`src/rtl/rns_pkg.sv`:
```
// Shared RNS definitions: converter FSM states and the moduli-set constant functions
// {2^N-1, 2^N, 2^N+1, 2^(N+1)-1}, also used by the reverse converter.
package rns_pkg;

    typedef enum logic [1:0] {
        IDLE  = 2'd0,
        SHIFT = 2'd1,
        DONE  = 2'd2
    } rns_state_t;

    function automatic int mod_m1(input int n);
        return (1 << n) - 1;
    endfunction

    function automatic int mod_m2(input int n);
        return 1 << n;
    endfunction

    function automatic int mod_m3(input int n);
        return (1 << n) + 1;
    endfunction

    function automatic int mod_m4(input int n);
        return (1 << (n + 1)) - 1;
    endfunction

endpackage

```
`src/rtl/rns_mod_step.sv`:
```
// One combinational Horner step for modulus M: acc' = (2*acc + b) mod M, given acc < M.
module rns_mod_step #(
    parameter int W = 10,
    parameter int M = 255
) (
    input  logic [W-1:0] acc,
    input  logic         b,
    output logic [W-1:0] acc_next
);

    localparam logic [W:0] MV = (W+1)'(M);

    logic [W:0] t;

    // 2*acc+b < 2M, so a single conditional subtract lands in 0..M-1
    assign t        = {acc, b};
    assign acc_next = W'((t >= MV) ? (t - MV) : t);

endmodule

```
`src/rtl/rns_binary_to_residue.sv`:
```
// Bit-serial forward RNS converter: MSB-first Horner evaluation of x over four moduli,
// valid/ready on both sides, one result per DATA_W+1 clocks when streaming.
module rns_binary_to_residue
    import rns_pkg::*;
#(
    parameter int N      = 8,
    parameter int DATA_W = 32
) (
    input  logic              clk,
    input  logic              rst_n,
    input  logic              in_valid,
    output logic              in_ready,
    input  logic [DATA_W-1:0] x,
    output logic              out_valid,
    input  logic              out_ready,
    output logic [N-1:0]      r1,
    output logic [N-1:0]      r2,
    output logic [N:0]        r3,
    output logic [N:0]        r4
);

    // state | meaning
    // IDLE  | waiting for an operand, in_ready=1
    // SHIFT | consuming one operand bit per clock, counter counts down to 0
    // DONE  | residues valid, held until out_ready

    localparam int            AW       = N + 2;
    localparam int            CW       = $clog2(DATA_W);
    localparam logic [CW-1:0] CNT_LOAD = CW'(DATA_W - 1);

    rns_state_t        state, state_nxt;
    logic [DATA_W-1:0] sreg;
    logic [CW-1:0]     cnt;
    logic              load;
    logic              bit_in;
    logic [AW-1:0]     acc1, acc2, acc3, acc4;
    logic [AW-1:0]     nxt1, nxt2, nxt3, nxt4;

    assign bit_in = sreg[DATA_W-1];

    rns_mod_step #(.W(AW), .M(mod_m1(N))) u_step1 (.acc(acc1), .b(bit_in), .acc_next(nxt1));
    rns_mod_step #(.W(AW), .M(mod_m2(N))) u_step2 (.acc(acc2), .b(bit_in), .acc_next(nxt2));
    rns_mod_step #(.W(AW), .M(mod_m3(N))) u_step3 (.acc(acc3), .b(bit_in), .acc_next(nxt3));
    rns_mod_step #(.W(AW), .M(mod_m4(N))) u_step4 (.acc(acc4), .b(bit_in), .acc_next(nxt4));

    always_comb begin
        state_nxt = state;
        in_ready  = 1'b0;
        out_valid = 1'b0;
        load      = 1'b0;
        case (state)
            IDLE: begin
                in_ready = 1'b1;
                if (in_valid) begin
                    load      = 1'b1;
                    state_nxt = SHIFT;
                end
            end
            SHIFT: begin
                if (cnt == '0) state_nxt = DONE;
            end
            DONE: begin
                out_valid = 1'b1;
                // result handshake and next accept may share one edge
                if (out_ready) begin
                    in_ready = 1'b1;
                    if (in_valid) begin
                        load      = 1'b1;
                        state_nxt = SHIFT;
                    end else begin
                        state_nxt = IDLE;
                    end
                end
            end
            default: state_nxt = IDLE;
        endcase
    end

    always_ff @(posedge clk or negedge rst_n) begin
        if (!rst_n) begin
            state <= IDLE;
        end else begin
            state <= state_nxt;
        end
    end

    always_ff @(posedge clk or negedge rst_n) begin
        if (!rst_n) begin
            sreg <= '0;
            cnt  <= '0;
            acc1 <= '0;
            acc2 <= '0;
            acc3 <= '0;
            acc4 <= '0;
            r1   <= '0;
            r2   <= '0;
            r3   <= '0;
            r4   <= '0;
        end else if (load) begin
            sreg <= x;
            cnt  <= CNT_LOAD;
            acc1 <= '0;
            acc2 <= '0;
            acc3 <= '0;
            acc4 <= '0;
        end else if (state == SHIFT) begin
            sreg <= {sreg[DATA_W-2:0], 1'b0};
            cnt  <= cnt - 1'b1;
            acc1 <= nxt1;
            acc2 <= nxt2;
            acc3 <= nxt3;
            acc4 <= nxt4;
            if (cnt == '0) begin
                r1 <= N'(nxt1);
                r2 <= N'(nxt2);
                r3 <= (N+1)'(nxt3);
                r4 <= (N+1)'(nxt4);
            end
        end
    end

endmodule

```
`config.mk`:
```
export PLATFORM = sky130hd
export DESIGN_NAME = rns_binary_to_residue
export DESIGN_NICKNAME = d
export VERILOG_FILES = /design/src/rtl/rns_pkg.sv /design/src/rtl/rns_mod_step.sv /design/src/rtl/rns_binary_to_residue.sv
export SDC_FILE = /design/constraint.sdc
export NUM_CORES = 1
export LEC_CHECK = 0
export ABC_CLOCK_PERIOD_IN_PS = 3900
export BUFFER_PORTS_ARGS = -buffer_cell sky130_fd_sc_hd__buf_2
export CORE_MARGIN = 4
export CORE_UTILIZATION = 60
export CTS_BUF_LIST = sky130_fd_sc_hd__clkbuf_4 sky130_fd_sc_hd__clkbuf_8
export DETAILED_ROUTE_END_ITERATION = 12
export PLACE_DENSITY = 0.81
export SLEW_MARGIN = 5
export SYNTH_ARGS = -nofsm -noshare
export SYNTH_HDL_FRONTEND = slang
export SYNTH_SLANG_ARGS = --single-unit
```
`constraint.sdc`:
```
create_clock -name clk -period 3.9 [get_ports clk]
set_input_delay 0.78 -clock clk [delete_from_list [all_inputs] [get_ports clk]]
set_output_delay 0.78 -clock clk [all_outputs]
set_load 0.1 [all_outputs]
```
==> impl_metrics.ini, run 1 <==
[critical_path]
cp_slowest_cell = nor4b_1
cp_max_fo = 35
critPathBufInv = 2
rr_worst_depth = 6
cpPeakStageDelay_ns = 0.56
worstPathRequired_ns = 4.16
crit_family = simple AND/OR/NAND/NOR gates
worstSetupPathType = reg -> reg
r2r-start = cnt[0]
reg2reg_slack_ns = 1.45
endpoint_kind = register
critical_path_arrival_ns = 2.71
path_depth = 6
worstSetupStartpointType = register
crit_path_cell_trace = inv_1 -> ha_1 -> nor4b_1 -> nand2_2 -> buf_4 -> mux2_2
worstReg2RegEnd = r1[3]

[die]
start_util_pct = 61.4
pin_count = 72
die_w_um = 99.2
die-area_um2 = 9840
coreArea_um2 = 8130
die_h_um = 99.2
rows = 33

[grt]
grt_first_pass_wirelength_um = 18400
grt_pass1_vias = 3838
grt_overflow = 0
grt_max_degree = 92
antenna_found_initial = 0
track_usage_pct = 23.0

[cts]
postCtsSetupBuffers = 0
holdBufCountCts = 0
htreeDepth = 3
cts_buffers = 9
cts_tree = yes
root_buffer = clkbuf_8
cts_resized = 0
path_clk_slew_ns = 0.10
worstSkewPairLatency_ns = 0.37
clock_path_buffers = 2
cts.sinks = 110

[power]
total_power_mw = 5.48
vdd_ir_drop_max_uv = 443
power_density_nw_per_um2 = 972
leakagePower_nw = 2.64

[synthesis]
synth_seq_area_share_pct = 55.1
synth.avg_cell_area_um2 = 9.93
yosys_warnings = 0
synthMuxAreaShare_pct = 3.41
synth_edf_count = 0
synthDistinctLibCells = 50
netlist_top_cells_area = dfrtp_1 (55%), nand2_1 (8.2%), a22oi_1 (4.7%)
synth_cells = 503
synth_fa_ha_area_share_pct = 1.25
synth_top_family_by_area = compound AO/OA/AOI/OAI gates
yosysTopAreaCell = dfrtp_1
synth_top_area_share_pct = 55.1
ys.flop_type = dfrtp_1
synthXorXnorAreaFrac_pct = 3.16
ys_ff_latch = 110
syn_area_um2 = 4990
synth-compound-area-share_pct = 18.0
syn_nets = 544
yosys.area_share.simple_pct = 15.9
synthArstFlopShare_pct = 100

[place]
numPortBuffers = 71
gp_congestion = 0.870
dp_cells = 652
dp_hpwl_um = 7010
pre_cts_ws_ns = 1.48

[timing]
rsz0062_at_grt = no
setup_ws_ns = 1.45
finalHoldViolCount = 0
fin_crit_sh_pct = 62.9
fmax_mhz = 408
tightest_slew_ns = 1.11
setup_viol = 0
post-route-min-period_ns = 2.45
skew_ns = 0.0133
tns_ns = 0
finalMaxSlewViolations = 0
holdWs_ns = 0.484
slew-limit-headroom_pct = 25.8

[min_path]
hold_end = r2[0]
worstHoldPathCells = 2
hp-class = reg -> reg
worstHoldStart = r2[0]

[cells_and_area]
nets = 599
antenna_cells = 0
drive_gt1_share_pct = 21.7
instances_no_fill = 668
mostFrequentLayoutCell = dfrtp_1
syn_to_final_growth_pct = 13.0
final_cell_mix = dfrtp_1 (110), nand2_1 (108), buf_2 (70)
nFillCells = 634

[flow_run]
cap_viol_max_count = 0

[detailed_routing]
drtIter0Drc = 198
vias_per_cell = 5.89
drc = 0
vias = 3936
drt_wl_total_um = 10600
ant_nets = 0
dr.pass1.iters = 5
wire_per_inst_um = 15.8

[status]
status = complete, no violations
-- cell type report --
type	instances	area (µm²)	area share, %
clock inverters	6	68.8	1.22
multi-input cells	352	2120	37.5
flip-flops and latches	110	2750	48.8
well taps	105	131	2.33
repair buffers	77	403	7.14
clock buffers	10	138	2.44
inverters	8	30.0	0.533
-- per-layer routing --
metal	track usage [%]	share of wire [%]
met5	0	0
met4	9.98	2.2
met3	4.07	5.8
met2	36.4	48
met1	31.4	43
-- worst max path at each step --
stage,from,to
6_report,cnt[0],r1[3]
5_1_grt,cnt[1],r1[3]
4_1_cts,cnt[0],r1[3]
3_5_place_dp,cnt[0],r1[3]
3_3_place_gp,out_ready,in_ready
2_1_floorplan,out_ready,acc3[0]
-- cell usage after synthesis (5+ instances only) --
cell type,n
o21ai_1,6
dfrtp_1,110
a22oi_1,31
a22o_1,12
a21oi_1,13
o21ai_0,46
ha_1,5
clkbuf_1,33
mux2_2,12
xor2_1,7
nor2_1,14
nand3_1,25
nand2_1,109
xnor2_1,11
inv_1,8
o31ai_1,6
-- power by group --
group / leakage [nW] / internal, mW / switching, mW
registers: 1.33 / 1.65 / 0.440
clock network: 0.103 / 0.319 / 0.392
logic: 1.21 / 0.734 / 1.95
-- kinds of logic (layout without fill, tap and decap cells) --
family / after synthesis / after routing
simple gates: 179 / 179
compound gates: 135 / 135
flops: 110 / 110
buf+inv: 41 / 101
xor+xnor: 18 / 18
mux: 15 / 15
fa+ha+maj: 5 / 5
-- worst reg2reg max path, delay by kind of cell (launching register included) --
kind                     cells  cell delay [ns]
buffers and inverters        2             0.44
multiplexers                 1             0.32
AND/OR/NAND/NOR              2             1.00
adder cells (fa/ha/maj)      1             0.18
flip-flops                   1             0.42
-- flip-flops by register name (all words and copies together) (netlist names) --
register,count
acc1,10
acc2,7
acc3,10
acc4,10
cnt,5
r1,8
r2,8
r3,9
r4,9
sreg,32
state,2
-- metrics by stage --
step                util [%]  instance area, µm²
floorplan                  -                4990
global placement        66.8                5430
detailed placement      66.8                5430
CTS                     69.3                5640
global route            69.3                5640
finish                  69.3                5640
(Power assumes the default switching activity.)
==> inputs of run 2 (changes only) <==
Settings changed: ABC_CLOCK_PERIOD_IN_PS 3900 to 2350, CORE_UTILIZATION 60 to 59, PLACE_DENSITY 0.81 to 0.8.
Clock period 3.9 ns to 2.35 ns, I/O delays scaled along.
==> run 2 against run 1 <==
Against the previous run: sequential share of layout area decreased by 1.2 points; largest power group unchanged; clock power rose by 100%; largest cell class unchanged; clock-buffer cell count up 1; sequential power grew 65%; flip-flop and latch count unchanged.
==> impl_metrics.ini, run 2 (synthesized netlist as in run 1, its figures left out) <==
[critical_path]
worstSetupStartpointType = register
r2r-start = cnt[0]
critical_path_arrival_ns = 2.29
crit_family = buffers and inverters
cpPeakStageDelay_ns = 0.44
cpMostUsedCell = buf_4
cp_max_fo = 56
crit_path_cell_trace = inv_1 -> ha_1 -> nor4b_1 -> buf_4 -> nand2_2 -> buf_4 -> mux2_2
crit_start = cnt[0]
worstSetupPathType = reg -> reg
worstPathRequired_ns = 2.61
critPathBufInv = 3
endpoint_kind = register
cp_slowest_cell = buf_4

[cts]
clock_path_buffers = 2
cts_resized = 0
holdBufCountCts = 0
path_clk_slew_ns = 0.10
cts_tree = yes
worstSkewPairLatency_ns = 0.37
root_buffer = clkbuf_8
cts_buffers = 9
cts.sinks = 110
postCtsSetupBuffers = 0
htreeDepth = 3

[power]
vdd_ir_drop_max_uv = 571
leakagePower_nw = 2.72
total_power_mw = 9.40
power_density_nw_per_um2 = 1630

[die]
rows = 33
pin_count = 72
die_w_um = 100
start_util_pct = 60.8
die_h_um = 100
die-area_um2 = 10000
coreArea_um2 = 8220

[cells_and_area]
final_cell_mix = dfrtp_1 (110), nand2_1 (108), buf_2 (70)
instances_no_fill = 676
antenna_cells = 0
syn_to_final_growth_pct = 15.7
mostFrequentLayoutCell = dfrtp_1
drive_gt1_share_pct = 22.9
largest_reg_flops = 32
top_register = sreg
nets = 608
nFillCells = 641

[grt]
grt_overflow = 0
use_met3_pct = 3.68
antenna_found_initial = 0
grt_first_pass_wirelength_um = 18000
grt_pass1_vias = 3883
track_usage_pct = 22.5
grt_max_degree = 57
grt_use_met2_pct = 37.0
met1_usage_pct = 29.9
grt.busiest_layer = met2

[flow_run]
cap_viol_max_count = 0

[status]
status = complete, no violations

[timing]
post-route-min-period_ns = 2.03
skew_ns = 0.00876
fin_crit_sh_pct = 86.5
tns_ns = 0
slew-limit-headroom_pct = 64.2
finalHoldViolCount = 0
tightest_slew_ns = 0.538
holdWs_ns = 0.0521
rsz0062_at_grt = no
setup_viol = 0
fmax_mhz = 492
finalMaxSlewViolations = 0

[detailed_routing]
dr.pass1.iters = 4
vias = 3932
drc = 0
drt_wl_total_um = 10600
vias_per_cell = 5.82
ant_nets = 0
wire_per_inst_um = 15.7
drtIter0Drc = 250

[place]
dp_cells = 661
dp_hpwl_um = 7300
numPortBuffers = 71
gp_congestion = 0.885

[min_path]
hp-class = in -> async
run 2: cell count changes in the layout (fill, tap and decap cells not counted):
cell	change
buf_4	+8
bufinv_16	+3
clkbuf_4	+2
inv_6	-2
a21oi_1	-1
a21oi_2	+1
buf_12	+1
clkbuf_8	-1
clkinv_2	-1
clkinv_4	-1
clkinvlp_4	-1
run 2: metal layers:
metal | up-vias | part of all wire (%)
met5 | - | 0
met2 | 91 | 50
li1 | 1898 | -
met3 | 15 | 4.1
met4 | 0 | 1.8
met1 | 1928 | 44
run 2: final timing paths:
check                           to  slack (ns)  cells past startpoint
max                          r4[5]        0.32                      7
min                          r2[5]        0.05                      1
max reg2reg                  r4[5]        0.32                      7
min reg2reg                  r3[0]        0.48                      2
max in group asynchronous    r1[1]        1.67                      2
min in group clk           sreg[0]        0.30                      3
run 2: power by group:
| part | internal, mW | leakage [nW] | switching [mW] |
|---|---|---|---|
| logic | 1.26 | 1.26 | 3.26 |
| clock network | 0.834 | 0.130 | 0.604 |
| registers | 2.74 | 1.33 | 0.706 |
run 2: area by class of cell:
cell class | count | area, µm² | share of cell area (%)
timing repair buffer | 86 | 483 | 8.36
tap | 105 | 131 | 2.27
inverter | 8 | 30.0 | 0.520
multi-input combinational | 352 | 2120 | 36.7
sequential | 110 | 2750 | 47.7
clock buffer | 11 | 139 | 2.40
clock inverter | 4 | 120 | 2.08
run 2: per-stage QoR:
step           setup slack, ns  instance area, µm²  utilization [%]
4_1_cts                  0.326                5780             70.3
6_report                 0.318                5780             70.3
2_1_floorplan           0.0874                5000                -
3_5_place_dp             0.339                5520             67.1
3_3_place_gp             0.419                5520             67.1
5_1_grt                  0.196                5780             70.3
==> inputs of run 3 (changes only) <==
Settings changed: CELL_PAD_IN_SITES_DETAIL_PLACEMENT from default to 1, CELL_PAD_IN_SITES_GLOBAL_PLACEMENT from default to 1, CORE_UTILIZATION 59 to 46, MAX_ROUTING_LAYER from default to met4.
==> run 3 against run 2 <==
Against the previous run: the run now ends with hold timing left; clock skew increased by 0.0027 ns; combinational power is essentially flat; non-clock buffer count unchanged; critical path type unchanged; largest cell class unchanged; highest routed layer unchanged.
==> impl_metrics.ini, run 3 (synthesized netlist as in run 1, its figures left out) <==
[detailed_routing]
ant_nets = 0
drtIter0Drc = 188
wire_per_inst_um = 16.9
drc = 0
vias = 3954
vias_per_cell = 5.58
dr.pass1.iters = 4
drt_wl_total_um = 12000

[critical_path]
cp_max_fo = 10
cpPeakStageDelay_ns = 0.64
critPathBufInv = 0
worstSetupPathType = reg -> reg
worstPathRequired_ns = 2.66
endpoint_kind = register
crit_family = simple AND/OR/NAND/NOR gates
critical_path_arrival_ns = 2.37
crit_path_cell_trace = or4_4 -> o21ai_4 -> nand2_2 -> mux2_4 -> o21ai_2
cp_slowest_cell = or4_4
worstSetupStartpointType = register

[cells_and_area]
nets = 608
drive_gt1_share_pct = 23.1
top_register = sreg
syn_to_final_growth_pct = 15.1
final_cell_mix = dfrtp_1 (110), nand2_1 (108), buf_2 (70)
antenna_cells = 0
mostFrequentLayoutCell = dfrtp_1
largest_reg_flops = 32

[die]
coreArea_um2 = 10500
pin_count = 72
rows = 37
die_h_um = 112
start_util_pct = 47.7
die_w_um = 112
die-area_um2 = 12600

[timing]
setup_ws_ns = 0.297
tns_ns = 0
post-route-min-period_ns = 2.05
fin_crit_sh_pct = 87.4
fmax_mhz = 487
skew_ns = 0.0114
holdWs_ns = -0.00491
finalHoldViolCount = 8
tightest_slew_ns = 0.544
finalMaxSlewViolations = 0
rsz0062_at_grt = no
slew-limit-headroom_pct = 63.4
setup_viol = 0

[cts]
path_clk_slew_ns = 0.11
cts.sinks = 110
cts_resized = 0
cts_tree = yes
cts_buffers = 9
root_buffer = clkbuf_8
holdBufCountCts = 0
postCtsSetupBuffers = 0
clock_path_buffers = 2
worstSkewPairLatency_ns = 0.39
htreeDepth = 3

[power]
power_density_nw_per_um2 = 1580
total_power_mw = 9.10
vdd_ir_drop_max_uv = 910
leakagePower_nw = 2.68

[place]
numPortBuffers = 71
pre_cts_ws_ns = 0.327
dp_hpwl_um = 8450
gp_congestion = 0.854

[grt]
grt_first_pass_wirelength_um = 20800
antenna_found_initial = 0
grt_pass1_vias = 4324
grt_max_degree = 54
grt_overflow = 0
track_usage_pct = 20.6

[flow_run]
cap_viol_max_count = 0

[status]
status = finished with violations
violations = hold timing

[min_path]
hp-class = in -> async
run 3: changes by cell type in the layout (fill, tap and decap cells not counted):
cell	previous run	this run
clkinv_2	0	1
buf_12	1	2
clkinvlp_4	0	4
clkbuf_4	2	1
bufinv_16	4	0
clkbuf_8	9	10
buf_4	15	14
run 3: path summary, 6_finish.rpt:
path | depth (start not counted) | endpoint | from | slack [ns]
max | 5 | acc3[1] | sreg[31] | 0.30
min | 1 | r2[3] | rst_n | -0.005
max reg2reg | 5 | acc3[1] | sreg[31] | 0.30
min reg2reg | 2 | r1[0] | r1[0] | 0.48
max in group asynchronous | 2 | acc1[5] | rst_n | 1.72
min in group clk | 3 | sreg[15] | x[15] | 0.29
run 3: worst reg2reg max path: stages (launching register included):
cell and delay, ns:
dfrtp_1 0.52, or4_4 0.64, o21ai_4 0.26, nand2_2 0.13
mux2_4 0.34, o21ai_2 0.11
run 3: layout make-up:
cell class / count / area [µm²]
timing repair buffer: 86 / 495
sequential: 110 / 2750
tap: 136 / 170
inverter: 8 / 30.0
clock inverter: 5 / 35.0
multi-input combinational: 352 / 2120
clock buffer: 11 / 145
fill: 1206 / 4710
run 3: metal layers:
metal,global-route usage (%),vias up,part of all wire (%)
li1,-,1894,-
met2,35.1,56,51
met4,6.25,0,1.6
met3,3.23,15,2.8
met1,25.5,1989,45
met5,-,-,0
run 3: power breakdown:
group	switching (mW)	internal, mW
Combinational	3.28	1.26
Clock	0.659	0.425
Sequential	0.731	2.74
Total	4.67	4.43
run 3: stage by stage:
stage	instances	cell area, µm²	util (%)	hold WS [ns]
after floorplan	503	5000	-	0.174
after global placement	692	5570	53.2	0.423
after detailed placement	692	5570	53.2	0.431
after CTS	708	5750	54.9	0.0113
after global routing	708	5750	54.9	0.0218
final	708	5750	54.9	-0.00491
